--- src/rtl/scratch_pad_port_arbiter_pkg.sv ---
// Shared types and width helpers for the scratch_pad port arbiter slice.
package scratch_pad_port_arbiter_pkg;

    // Kind of access issued to the scratch_pad in a given cycle.
    typedef enum logic [1:0] {
        OP_IDLE  = 2'd0,
        OP_READ  = 2'd1,
        OP_WRITE = 2'd2
    } sp_op_e;

    // Floor of log2; log2_floor(1) is 0.
    function automatic int log2_floor(input int n);
        int v;
        int r;
        v = n;
        r = 0;
        while (v > 1) begin
            v = v >> 1;
            r = r + 1;
        end
        return r;
    endfunction

    // Width needed to index a requester: log2(n-1)+1.
    function automatic int id_width(input int requesters);
        return log2_floor(requesters - 1) + 1;
    endfunction

    // Width of a counter able to hold the value depth itself.
    function automatic int count_width(input int depth);
        return log2_floor(depth) + 1;
    endfunction

endpackage

--- src/rtl/scratch_pad_port_arbiter_id_fifo.sv ---
// In-order FIFO of requester IDs for reads in flight; the head names the
// requester that owns the next scratch_pad read return.
module scratch_pad_port_arbiter_id_fifo
    import scratch_pad_port_arbiter_pkg::*;
#(
    parameter int ID_WIDTH = 2,
    parameter int DEPTH    = 32
) (
    input  logic                clk,
    input  logic                rst,
    input  logic                push,
    input  logic [ID_WIDTH-1:0] push_id,
    input  logic                pop,
    output logic [ID_WIDTH-1:0] head_id,
    output logic                empty,
    output logic                full
);

    localparam int PTR_W = id_width(DEPTH);
    localparam int CNT_W = count_width(DEPTH);

    logic [ID_WIDTH-1:0] mem_q [DEPTH];
    logic [ID_WIDTH-1:0] mem_d [DEPTH];
    logic [PTR_W-1:0]    wr_ptr_q;
    logic [PTR_W-1:0]    wr_ptr_d;
    logic [PTR_W-1:0]    rd_ptr_q;
    logic [PTR_W-1:0]    rd_ptr_d;
    logic [CNT_W-1:0]    cnt_q;
    logic [CNT_W-1:0]    cnt_d;
    logic                push_ok_s;
    logic                pop_ok_s;

    // Status flags and head entry straight from the registered state.
    always_comb begin
        empty   = (cnt_q == CNT_W'(0));
        full    = (cnt_q == CNT_W'(DEPTH));
        head_id = mem_q[rd_ptr_q];
    end

    // Next-state for storage, pointers and fill count; overflow/underflow are ignored.
    always_comb begin
        push_ok_s = push & ~full;
        pop_ok_s  = pop & ~empty;
        mem_d     = mem_q;
        wr_ptr_d  = wr_ptr_q;
        rd_ptr_d  = rd_ptr_q;
        cnt_d     = cnt_q;

        if (push_ok_s) begin
            mem_d[wr_ptr_q] = push_id;
            if (wr_ptr_q == PTR_W'(DEPTH - 1)) begin
                wr_ptr_d = '0;
            end else begin
                wr_ptr_d = wr_ptr_q + PTR_W'(1);
            end
        end else begin
            wr_ptr_d = wr_ptr_q;
        end

        if (pop_ok_s) begin
            if (rd_ptr_q == PTR_W'(DEPTH - 1)) begin
                rd_ptr_d = '0;
            end else begin
                rd_ptr_d = rd_ptr_q + PTR_W'(1);
            end
        end else begin
            rd_ptr_d = rd_ptr_q;
        end

        case ({push_ok_s, pop_ok_s})
            2'b10:   cnt_d = cnt_q + CNT_W'(1);
            2'b01:   cnt_d = cnt_q - CNT_W'(1);
            default: cnt_d = cnt_q;
        endcase
    end

    // FIFO state registers with synchronous active-low reset.
    always_ff @(posedge clk) begin
        if (!rst) begin
            for (int i = 0; i < DEPTH; i++) begin
                mem_q[i] <= '0;
            end
            wr_ptr_q <= '0;
            rd_ptr_q <= '0;
            cnt_q    <= '0;
        end else begin
            mem_q    <= mem_d;
            wr_ptr_q <= wr_ptr_d;
            rd_ptr_q <= rd_ptr_d;
            cnt_q    <= cnt_d;
        end
    end

endmodule

--- src/rtl/scratch_pad_port_arbiter.sv ---
// Round-robin arbiter sharing one scratch_pad port between several clients.
// Grants respect scratch_pad backpressure and an outstanding-read budget;
// read returns are routed back to their issuer through an in-order ID FIFO.
module scratch_pad_port_arbiter
    import scratch_pad_port_arbiter_pkg::*;
#(
    parameter int REQUESTERS      = 4,
    parameter int WIDTH           = 64,
    parameter int ADDR_WIDTH      = 12,
    parameter int MAX_OUTSTANDING = 32,
    parameter int ID_WIDTH        = id_width(REQUESTERS)
) (
    input  logic                             clk,
    input  logic                             rst,
    input  logic [0:REQUESTERS-1]            req_rd_en,
    input  logic [0:REQUESTERS-1]            req_wr_en,
    input  logic [ADDR_WIDTH*REQUESTERS-1:0] req_addr,
    input  logic [WIDTH*REQUESTERS-1:0]      req_d,
    output logic [0:REQUESTERS-1]            req_grant,
    output logic [WIDTH-1:0]                 req_q,
    output logic [0:REQUESTERS-1]            req_valid,
    input  logic [0:REQUESTERS-1]            req_stall,
    output logic                             sp_rd_en,
    output logic                             sp_wr_en,
    output logic [ADDR_WIDTH-1:0]            sp_addr,
    output logic [WIDTH-1:0]                 sp_d,
    input  logic                             sp_full,
    input  logic [WIDTH-1:0]                 sp_q,
    input  logic                             sp_valid,
    output logic                             sp_stall
);

    localparam int CNT_W = count_width(MAX_OUTSTANDING);

    // Registered state
    logic [ID_WIDTH-1:0]   rr_ptr_q;
    logic [ID_WIDTH-1:0]   rr_ptr_d;
    logic [CNT_W-1:0]      outstanding_q;
    logic [CNT_W-1:0]      outstanding_d;
    logic                  sp_rd_en_q;
    logic                  sp_rd_en_d;
    logic                  sp_wr_en_q;
    logic                  sp_wr_en_d;
    logic [ADDR_WIDTH-1:0] sp_addr_q;
    logic [ADDR_WIDTH-1:0] sp_addr_d;
    logic [WIDTH-1:0]      sp_d_q;
    logic [WIDTH-1:0]      sp_d_d;
    logic [0:REQUESTERS-1] req_valid_q;
    logic [0:REQUESTERS-1] req_valid_d;
    logic [WIDTH-1:0]      req_q_q;
    logic [WIDTH-1:0]      req_q_d;

    // Combinational helpers
    logic [ADDR_WIDTH-1:0] addr_arr_s [REQUESTERS];
    logic [WIDTH-1:0]      data_arr_s [REQUESTERS];
    logic [0:REQUESTERS-1] elig_s;
    logic [0:REQUESTERS-1] grant_s;
    logic                  rd_budget_ok_s;
    logic                  found_s;
    logic [ID_WIDTH-1:0]   win_s;
    logic [ID_WIDTH-1:0]   idx_s;
    sp_op_e                op_s;
    logic                  push_s;
    logic                  pop_s;
    logic [ID_WIDTH-1:0]   head_id_s;
    logic                  fifo_empty_s;
    logic                  fifo_full_s;

    // Unpack the flat request buses; requester 0 sits in the MSBs.
    always_comb begin
        for (int i = 0; i < REQUESTERS; i++) begin
            addr_arr_s[i] = req_addr[(REQUESTERS-1-i)*ADDR_WIDTH +: ADDR_WIDTH];
            data_arr_s[i] = req_d[(REQUESTERS-1-i)*WIDTH +: WIDTH];
        end
    end

    // Eligibility: writes always count, reads only while the budget has room.
    always_comb begin
        rd_budget_ok_s = (outstanding_q < CNT_W'(MAX_OUTSTANDING)) & ~fifo_full_s;
        for (int i = 0; i < REQUESTERS; i++) begin
            elig_s[i] = rst & ~sp_full & (req_wr_en[i] | (req_rd_en[i] & rd_budget_ok_s));
        end
    end

    // Round-robin search starting at rr_ptr; wrap comes free from the ID width.
    always_comb begin
        found_s = 1'b0;
        win_s   = '0;
        idx_s   = '0;
        for (int k = 0; k < REQUESTERS; k++) begin
            idx_s = rr_ptr_q + ID_WIDTH'(k);
            if (!found_s && elig_s[idx_s]) begin
                found_s = 1'b1;
                win_s   = idx_s;
            end else begin
                found_s = found_s;
            end
        end
    end

    // Decode the winner into a one-hot grant and the operation kind; a
    // simultaneous read and write from one requester is treated as a write.
    always_comb begin
        grant_s = '0;
        op_s    = OP_IDLE;
        if (found_s) begin
            grant_s[win_s] = 1'b1;
            if (req_wr_en[win_s]) begin
                op_s = OP_WRITE;
            end else begin
                op_s = OP_READ;
            end
        end else begin
            op_s = OP_IDLE;
        end
        req_grant = grant_s;
    end

    // Next values for the issue register, pointer and read budget.
    always_comb begin
        sp_rd_en_d = 1'b0;
        sp_wr_en_d = 1'b0;
        sp_addr_d  = sp_addr_q;
        sp_d_d     = sp_d_q;
        case (op_s)
            OP_READ: begin
                sp_rd_en_d = 1'b1;
                sp_addr_d  = addr_arr_s[win_s];
                sp_d_d     = data_arr_s[win_s];
            end
            OP_WRITE: begin
                sp_wr_en_d = 1'b1;
                sp_addr_d  = addr_arr_s[win_s];
                sp_d_d     = data_arr_s[win_s];
            end
            default: begin
                sp_rd_en_d = 1'b0;
                sp_wr_en_d = 1'b0;
            end
        endcase

        if (found_s) begin
            rr_ptr_d = win_s + ID_WIDTH'(1);
        end else begin
            rr_ptr_d = rr_ptr_q;
        end

        push_s = (op_s == OP_READ);
        pop_s  = sp_valid & ~fifo_empty_s;
        case ({push_s, pop_s})
            2'b10:   outstanding_d = outstanding_q + CNT_W'(1);
            2'b01:   outstanding_d = outstanding_q - CNT_W'(1);
            default: outstanding_d = outstanding_q;
        endcase
    end

    // Return path: route the returning word to the FIFO head's requester;
    // a return with no read in flight is dropped.
    always_comb begin
        req_valid_d = '0;
        req_q_d     = req_q_q;
        if (pop_s) begin
            req_valid_d[head_id_s] = 1'b1;
            req_q_d                = sp_q;
        end else begin
            req_q_d = req_q_q;
        end
    end

    // Hold scratch_pad returns while the next owner cannot take data.
    always_comb begin
        sp_stall = rst & ~fifo_empty_s & req_stall[head_id_s];
    end

    scratch_pad_port_arbiter_id_fifo #(
        .ID_WIDTH (ID_WIDTH),
        .DEPTH    (MAX_OUTSTANDING)
    ) u_id_fifo (
        .clk     (clk),
        .rst     (rst),
        .push    (push_s),
        .push_id (win_s),
        .pop     (pop_s),
        .head_id (head_id_s),
        .empty   (fifo_empty_s),
        .full    (fifo_full_s)
    );

    // Arbiter, issue and return registers with synchronous active-low reset.
    always_ff @(posedge clk) begin
        if (!rst) begin
            rr_ptr_q      <= '0;
            outstanding_q <= '0;
            sp_rd_en_q    <= 1'b0;
            sp_wr_en_q    <= 1'b0;
            sp_addr_q     <= '0;
            sp_d_q        <= '0;
            req_valid_q   <= '0;
            req_q_q       <= '0;
        end else begin
            rr_ptr_q      <= rr_ptr_d;
            outstanding_q <= outstanding_d;
            sp_rd_en_q    <= sp_rd_en_d;
            sp_wr_en_q    <= sp_wr_en_d;
            sp_addr_q     <= sp_addr_d;
            sp_d_q        <= sp_d_d;
            req_valid_q   <= req_valid_d;
            req_q_q       <= req_q_d;
        end
    end

    // Registered outputs.
    always_comb begin
        sp_rd_en  = sp_rd_en_q;
        sp_wr_en  = sp_wr_en_q;
        sp_addr   = sp_addr_q;
        sp_d      = sp_d_q;
        req_valid = req_valid_q;
        req_q     = req_q_q;
    end

endmodule

--- config.mk ---
export PLATFORM = sky130hd
export DESIGN_NAME = scratch_pad_port_arbiter
export DESIGN_NICKNAME = d
export VERILOG_FILES = /design/src/rtl/scratch_pad_port_arbiter_pkg.sv /design/src/rtl/scratch_pad_port_arbiter_id_fifo.sv /design/src/rtl/scratch_pad_port_arbiter.sv
export SDC_FILE = /design/constraint.sdc
export NUM_CORES = 1
export LEC_CHECK = 0
export ABC_AREA = 1
export BUFFER_PORTS_ARGS = -buffer_cell sky130_fd_sc_hd__buf_2
export CELL_PAD_IN_SITES_DETAIL_PLACEMENT = 0
export CELL_PAD_IN_SITES_GLOBAL_PLACEMENT = 1
export CORE_MARGIN = 2
export CORE_UTILIZATION = 30
export CTS_CLUSTER_DIAMETER = 30
export DETAILED_ROUTE_END_ITERATION = 12
export HOLD_SLACK_MARGIN = 0.03
export PLACE_DENSITY_LB_ADDON = 0.1
export SKIP_LAST_GASP = 1
export SLEW_MARGIN = 5
export SYNTH_ARGS = -nofsm -noshare
export SYNTH_HDL_FRONTEND = slang
export SYNTH_HIERARCHICAL = 1
export SYNTH_SLANG_ARGS = --single-unit
--- constraint.sdc ---
create_clock -name clk -period 7.6 [get_ports clk]
set_clock_uncertainty 0.05 [all_clocks]
set_input_delay 1.52 -clock clk [delete_from_list [all_inputs] [get_ports clk]]
set_output_delay 1.52 -clock clk [all_outputs]
set_load 0.005 [all_outputs]
======== Word-level counts from Yosys, hierarchy flattened ========
Index checks and enable logic that the tools add are counted.
word-level totals
  logic and storage cells ................. 169
  bits in registers ....................... 234
  bits of input ports ..................... 384
  output and inout port bits .............. 151
operators by class
  mux-type cells .......................... 51
  reductions and logical operators ........ 14
  add/sub/neg operators ................... 10
  order comparisons ....................... 12
  equal/unequal tests ..................... 9
  bitwise logic cells ..................... 30
operators by type and width
  cell                                                                count
  64-bit binary-select mux with 2-bit select                          1
  64-bit 2-to-1 mux                                                   2
  64-bit bitwise mux                                                  1
  12-bit binary-select mux with 2-bit select                          1
  12-bit 2-to-1 mux                                                   2
  6-bit one-hot mux with 2 select lines                               2
  1-bit 2-to-1 mux                                                    20
  3-bit greater-or-equal comparator, second input constant            6
  2-bit 2-to-1 mux                                                    9
  2-bit NOT with 3-bit output                                         6
  1-bit AND                                                           15
  6-bit by 1-bit adder with 6-bit output, second input constant       2
  1-bit binary-select mux with 2-bit select                           6
  6-bit greater-or-equal comparator, second input constant            2
  5-bit NOT with 6-bit output                                         2
  6-bit by 1-bit subtractor with 6-bit output, second input constant  2
  5-bit by 1-bit adder with 5-bit output, second input constant       2
  2-bit binary-select mux with 5-bit select                           1
  2-bit demux with 5-bit select                                       1
  5-bit == test, second input constant                                2
  5-bit 2-to-1 mux                                                    2
  2-bit by 1-bit == test with 1-bit output, second input constant     3
  2-bit == test, second input constant                                3
  6-bit == test, second input constant                                1
  15 further kinds                                                    32

======== Logic depth before layout (Yosys ltp) ========
  word-level depth ........................ 29
  mapped depth ............................ 32
  mapped depth without buffers ............ 29

======== Modules after synthesis ========
Netlist, hierarchy kept.
by module, submodules not included
  module                            sequential area each (µm²)  instances  cells each  area each (µm²)
  scratch_pad_port_arbiter          3,083.0                     1          1,765       10,206.0
  scratch_pad_port_arbiter_id_fifo  1,601.5                     1          656         4,454.3

======== Worst setup path before layout ========
Ideal clock, no wire load.
  kind .................................... input port to flip-flop
  start ................................... input rst
  end ..................................... register u_id_fifo.cnt_q[5]
  slack ................................... 2.847 ns
  library setup time ...................... 0.109 ns
  required time ........................... 7.441 ns
  arrival ................................. 4.594 ns
  buffers on the path ..................... 3
  cell stages on the path ................. 24
  cell sequence ........................... inv_2 -> nor2_4 -> nand3_1 -> nand2_1 -> o21ai_1 -> nand4_1 -> buf_4 -> nand3_2 -> buf_4 -> inv_2 -> nand2_1 -> nand3_1 -> a21oi_1 -> clkbuf_1 -> nand2_4 -> ha_1 -> ha_1 -> or2_2 -> nand3b_1 -> nand2_1 -> nand2_1 -> nand3_1 -> nand2_1 -> inv_1
between the ends
  longest elaborated chain between the ends .. 25
  elaborated cells between the ends (all ways) .. 43
  classes of those cells .................. 3 x eq/ne; 26 x mux; 7 x bitwise; 7 x reduce/logical
ends and longest elaborated chain
  what                                                                                line                                    source
  from (decl)                                                                         scratch_pad_port_arbiter.sv:14          input logic rst,
  1-bit AND *                                                                         scratch_pad_port_arbiter.sv:81          elig_s[i] = rst & ~sp_full & (req_wr_en[i] | (req_rd_en[i] & rd_budget_ok_s));
  1-bit AND                                                                           scratch_pad_port_arbiter.sv:81
  1-bit binary-select mux with 2-bit select                                           scratch_pad_port_arbiter.sv:92          if (!found_s && elig_s[idx_s]) begin
  1-bit 2-to-1 mux (not written as such) (2 in series)                                scratch_pad_port_arbiter.sv:92
  1-bit 2-to-1 mux                                                                    scratch_pad_port_arbiter.sv:92
  1-bit zero test                                                                     scratch_pad_port_arbiter.sv:92
  1-bit logical AND                                                                   scratch_pad_port_arbiter.sv:92
  1-bit 2-to-1 mux                                                                    scratch_pad_port_arbiter.sv:92
  [6 not listed]                                                                      --
  via win_s[0]                                                                        scratch_pad_port_arbiter.sv:60          logic [ID_WIDTH-1:0] win_s;
  [2 not listed]                                                                      --
  1-bit 2-to-1 mux (not written as such) * (2 in series)                              scratch_pad_port_arbiter.sv:108         if (req_wr_en[win_s]) begin
  2-bit 2-to-1 mux *                                                                  scratch_pad_port_arbiter.sv:108
  2-bit 2-to-1 mux *                                                                  scratch_pad_port_arbiter.sv:106         if (found_s) begin
  2-bit by 1-bit == test with 1-bit output *                                          scratch_pad_port_arbiter.sv:148         push_s = (op_s == OP_READ);
  via push_s                                                                          scratch_pad_port_arbiter.sv:63          logic push_s;
  1-bit AND *                                                                         scratch_pad_port_arbiter_id_fifo.sv:42  push_ok_s = push & ~full;
  2-bit by 1-bit == test with 1-bit output / 2-bit == test (equally long branches)    scratch_pad_port_arbiter_id_fifo.sv:70  case ({push_ok_s, pop_ok_s})
  6-bit one-hot mux with 2 select lines / 2-bit nonzero test (equally long branches)  --
  to (signal assigned)                                                                scratch_pad_port_arbiter_id_fifo.sv:90  cnt_q <= cnt_d;
  to (decl)                                                                           scratch_pad_port_arbiter_id_fifo.sv:28  logic [CNT_W-1:0] cnt_q;
The timed path passes the listed nets; every way through them passes the cells marked *. The select of a mux whose other input is x is not followed.
A chain may end at the register's enable or synchronous reset.

======== Worst setup path after layout ========
  start ................................... register u_id_fifo.cnt_q[0]
  end ..................................... output req_grant[3] (netlist name)
between the ends
  longest elaborated chain between the ends .. 25
  elaborated cells between the ends (all ways) .. 48
  classes of those cells .................. 2 x order compare; 1 x eq/ne; 23 x mux; 15 x bitwise; 7 x reduce/logical
ends and longest elaborated chain
  what                                                                                                                                     line                                    source
  6-bit == test *                                                                                                                          scratch_pad_port_arbiter_id_fifo.sv:36  full = (cnt_q == CNT_W'(DEPTH));
  via fifo_full_s                                                                                                                          scratch_pad_port_arbiter.sv:67          logic fifo_full_s;
  1-bit NOT *                                                                                                                              scratch_pad_port_arbiter.sv:79          rd_budget_ok_s = (outstanding_q < CNT_W'(MAX_OUTSTANDING)) & ~fifo_full_s;
  1-bit AND *                                                                                                                              scratch_pad_port_arbiter.sv:79
  1-bit AND                                                                                                                                scratch_pad_port_arbiter.sv:81
  1-bit OR                                                                                                                                 scratch_pad_port_arbiter.sv:81
  1-bit AND                                                                                                                                scratch_pad_port_arbiter.sv:81
  1-bit binary-select mux with 2-bit select                                                                                                scratch_pad_port_arbiter.sv:92
  [11 not listed]                                                                                                                          --
  2-bit 2-to-1 mux *                                                                                                                       scratch_pad_port_arbiter.sv:92
  via win_s[0]                                                                                                                             scratch_pad_port_arbiter.sv:60
  2-bit NOT with 3-bit output (not written as such) *                                                                                      scratch_pad_port_arbiter.sv:107         grant_s[win_s] = 1'b1;
  3-bit greater-or-equal comparator (not written as such) / 3-bit by 1-bit less-than comparator with 1-bit output (equally long branches)  scratch_pad_port_arbiter.sv:107
  1-bit logical AND (not written as such)                                                                                                  scratch_pad_port_arbiter.sv:107
  1-bit 2-to-1 mux (not written as such)                                                                                                   scratch_pad_port_arbiter.sv:107
  1-bit demux with 2-bit select *                                                                                                          scratch_pad_port_arbiter.sv:107
  4-bit 2-to-1 mux *                                                                                                                       scratch_pad_port_arbiter.sv:106
  to (decl)                                                                                                                                scratch_pad_port_arbiter.sv:19          output logic [0:REQUESTERS-1] req_grant,
Marks and branches as above.

==> results <==
- Setup repair after global routing left no endpoint under its margin.
- Summing all non-filler instances in the final layout gives an area of 0.0202 mm2.
- The max-capacitance violation count is 0.
- The slew at the pin closest to its max-slew limit is 1.18 ns.
- The H-tree generated during clock tree synthesis spans 3 levels.
- The run finished with clean final reports.
- The vias after detailed routing is 17.2k.
- The post-DP HPWL is 42.4 mm.
- Setup violations remaining at the end of the flow were counted as 0.
- The mapped cell area is 0.0147 mm2.
- In the synthesized netlist, the number of instances is 2421.
- In this run the cell area measured after placement is 0.0175 mm2.
- The peak-usage layer in the global routing report is met2.
- In the routed design, unresolved DRC markers number 0.
- The synthesis-to-layout area growth is 38.0%.
- The clock drives 234 sinks.
- The total count of max-transition violations in the final report is 0.
- The worst hold path begins at u_id_fifo/mem_q[58]$_SDFFE_PN0P_.
- Synthesis inferred 234 register bits.
- Of the available clock period, the critical path in the final layout requires 89.0%.
- The buffer type at the clock tree root is sky130_fd_sc_hd__clkbuf_16.
- The detailed router finished its first iteration with 961 violations.
- Based on the critical path, the design can be clocked at up to 148 MHz.
- The core region area is 0.0485 mm2.
- Clock-pin slew was measured on the worst setup and hold paths at 0.04 ns.
- The endpoint kind of the worst setup timing path is an output port.
- The number of hold-repair buffers added at the cts stage is 0.
- In the routed layout, each cell is associated on average with a via count of 4.81.
- The ratio of cells with drive above 1 in the final layout is 24.6%.
- The initial core utilization is 30.2%.
- TritonCTS built the clock tree.
- The horizontal die dimension is 225 um.
- Dividing the detail-routed wire length by the instance count gives 17.0 um.
- At the worst endpoint, the required time is 6.03 ns.
- The total I/O pin count is 535.
- The register area share after synthesis is 32.0%.
- The start point of the critical path is u_id_fifo/cnt_q[0]$_SDFFE_PN0P_.
- Leaving out fill and tap cells, the most frequent cell in the layout is sky130_fd_sc_hd__buf_2.
- The first detailed-routing pass ran for 6 iterations.
- Routability-driven placement finished with a final weighted congestion of 0.842.
- Measured against its own limit, the worst slew margin works out to 21.2%.
- For this run, the total global-route usage over all layers was measured as 23.6%.
- Entering global routing, the biggest net connects 207 pins.
- The final antenna-violating net count is 0.
- The peak fanout along the critical path is 59.
- The synthesized area per cell is 6.06 um2.
- IR analysis of the VDD net gives a maximum drop of 0.000573 V.
- The worst endpoint data arrival time is 5.19 ns.
- The final period demand of the worst path is 6.76 ns.
- The number of buffers between clock root and the deepest sink is 3.
- After synthesis, the netlist uses 35 different library cells.
- The floorplan die area is 0.0507 mm2.
- The post-layout net count is 3292.
- Summed over all failing endpoints, the final setup total negative slack is 0 ns.
- The initial antenna violation count is 16.
- Post-CTS repair changed the size of 0 cells.
- The total number of placement rows is 81.
- The net count after synthesis is 2828.
- The total clock buffers created by CTS is 76.
- The first global-routing pass estimated 94.2 mm of wire.
- The total wirelength of the detailed-routed design is 60.9 mm.
- The later pin in the worst-skew pair is clocked with a latency of 0.59 ns.
- The met1 routing resource usage after global routing is 28.8%.
- The met3 track utilization from global routing is 7.35%.
- The critical path class is flop to output port.
- The min-delay analysis places its worst path in the category flop to flop.
- The count of yosys warnings during synthesis is 6.
- In this run the power density over the cells is 509 mW/mm2.
- The fraction of met2 tracks used by global routing is 39.7%.
- The number of global-route vias before repair was 16.8k.
- The leftover overflow at the end of global routing is 0.
- The number of setup buffers added after CTS is 0.
- The die span in y is 225 um.
- The number of hold violations in the final report was 0.
- The startpoint identified for the worst register-to-register timing path is u_id_fifo/cnt_q[0]$_SDFFE_PN0P_.
- The static leakage power is 11.1 nW.
- In the layout the commonest cells are sky130_fd_sc_hd__buf_2 (534), sky130_fd_sc_hd__nand2_1 (439), sky130_fd_sc_hd__inv_1 (436), sky130_fd_sc_hd__nand3_1 (364), sky130_fd_sc_hd__nor2_1 (354).
- The worst setup path is launched from a flop.
- The number of buffers inserted by port buffering is 534.
-- power by group --
group	total (mW)	leakage (nW)	switching [mW]	internal, mW
combinational	5.31	7.83	3.70	1.61
sequential	1.75	1.93	0.171	1.58
clock	3.24	1.32	0.896	2.35
total	10.3	11.1	4.77	5.54
-- cells in the mapped netlist --
cell type	count	share of area (%)
sky130_fd_sc_hd__a211oi_1	2	0.10
sky130_fd_sc_hd__nor2_2	2	0.085
sky130_fd_sc_hd__clkinv_1	3	0.077
sky130_fd_sc_hd__a21oi_1	87	3.0
sky130_fd_sc_hd__buf_4	7	0.36
sky130_fd_sc_hd__nand3b_1	2	0.10
sky130_fd_sc_hd__nand2_2	1	0.043
sky130_fd_sc_hd__nor3_1	6	0.20
sky130_fd_sc_hd__nor2_1	355	9.1
sky130_fd_sc_hd__or2_2	1	0.043
sky130_fd_sc_hd__o21ai_1	1	0.034
sky130_fd_sc_hd__a21oi_2	1	0.060
sky130_fd_sc_hd__clkbuf_1	74	1.9
sky130_fd_sc_hd__buf_1	7	0.18
sky130_fd_sc_hd__xnor2_1	4	0.24
sky130_fd_sc_hd__nand2_4	2	0.15
sky130_fd_sc_hd__o211ai_1	1	0.051
sky130_fd_sc_hd__xor2_1	3	0.18
sky130_fd_sc_hd__ha_1	21	1.8
sky130_fd_sc_hd__nand3_1	364	12
sky130_fd_sc_hd__o21bai_1	2	0.10
sky130_fd_sc_hd__nand4_4	1	0.15
sky130_fd_sc_hd__buf_6	5	0.38
sky130_fd_sc_hd__nand3_2	32	2.2
sky130_fd_sc_hd__inv_2	7	0.18
sky130_fd_sc_hd__o21ai_0	86	2.9
sky130_fd_sc_hd__nor2_4	1	0.077
sky130_fd_sc_hd__dfxtp_1	234	32
sky130_fd_sc_hd__a21o_1	1	0.051
sky130_fd_sc_hd__fa_1	2	0.27
sky130_fd_sc_hd__inv_1	436	11
sky130_fd_sc_hd__and2_1	1	0.043
sky130_fd_sc_hd__buf_2	74	2.5
sky130_fd_sc_hd__nand2_1	439	11
sky130_fd_sc_hd__nand4_1	156	6.7
-- metal layers --
layer / wire [um] / vias up / share of wire, %
li1: - / 8598 / -
met1: 25800 / 7927 / 42
met2: 28900 / 534 / 48
met3: 4650 / 120 / 7.6
met4: 1370 / 18 / 2.2
met5: 105 / - / 0.17
-- critical path, stage by stage (launching register included) --
cell and delay (ns):
sky130_fd_sc_hd__dfxtp_1 0.36, sky130_fd_sc_hd__nor2_2 0.19, sky130_fd_sc_hd__nand4_4 0.52, sky130_fd_sc_hd__inv_1 0.17, sky130_fd_sc_hd__nor2_1 0.10, sky130_fd_sc_hd__nand2_1 0.07
sky130_fd_sc_hd__nand2_1 0.08, sky130_fd_sc_hd__nand3_1 0.10, sky130_fd_sc_hd__nand2_1 0.10, sky130_fd_sc_hd__o21ai_1 0.35, sky130_fd_sc_hd__nand2_1 0.16, sky130_fd_sc_hd__nand2_4 0.41
sky130_fd_sc_hd__nand3_4 0.66, sky130_fd_sc_hd__inv_2 0.20, sky130_fd_sc_hd__buf_4 0.50, sky130_fd_sc_hd__ha_1 0.26, sky130_fd_sc_hd__inv_1 0.04, sky130_fd_sc_hd__nor2_1 0.08
sky130_fd_sc_hd__buf_2 0.20
-- cells by family (layout without fill, tap and decap cells) --
group | Yosys count | after routing | share of synthesized area, %
simple gates | 1363 | 1363 | 42.5
buf+inv | 613 | 1137 | 16.8
flops | 234 | 234 | 32.0
compound gates | 181 | 181 | 6.31
fa+ha+maj | 23 | 23 | 2.07
xor+xnor | 7 | 7 | 0.418
other cells | 0 | 6 | 0
-- per-stage QoR --
| step | std cells | hold slack, ns | power (mW) | utilization, % | setup WS, ns |
|---|---|---|---|---|---|
| global placement | 3429 | 0.404 | 7.08 | 36.1 | 0.988 |
| floorplan | 2421 | 0.389 | 5.64 | - | 2.85 |
| global route | 3571 | 0.427 | 11.2 | 41.7 | 0.308 |
| CTS | 3567 | 0.413 | 10.4 | 41.7 | 0.728 |
| finish | 3573 | 0.412 | 10.3 | 41.7 | 0.840 |
| detailed placement | 3429 | 0.406 | 7.11 | 36.1 | 0.988 |
-- sequential cells by signal, indices dropped and copies added (netlist names) --
register            cells
u_id_fifo/mem_q        64
u_id_fifo/rd_ptr_q      5
sp_rd_en                1
outstanding_q           6
u_id_fifo/wr_ptr_q      5
u_id_fifo/cnt_q         6
sp_addr                12
sp_d                   64
req_valid               4
sp_wr_en                1
req_q                  64
rr_ptr_q                2
-- final timing paths --
kind / endpoint / slack, ns / cells after the start
worst max-delay path: req_grant[3] / 0.84 / 18
worst min-delay path: u_id_fifo/mem_q[58]$_SDFFE_PN0P_ / 0.41 / 2
worst max register to register: u_id_fifo/mem_q[48]$_SDFFE_PN0P_ / 1.36 / 21
worst min register to register: u_id_fifo/mem_q[58]$_SDFFE_PN0P_ / 0.41 / 2
-- final cells by class --
class / count / area, um2
flip-flops and latches: 234 / 4680
repair buffers: 553 / 2830
clock inverters: 19 / 383
clock buffers: 119 / 2320
well taps: 622 / 778
diodes: 6 / 15.0
inverters: 446 / 1680
multi-input cells: 1574 / 7550
fillers: 5327 / 28300
Power figures use the tool's default switching activity.
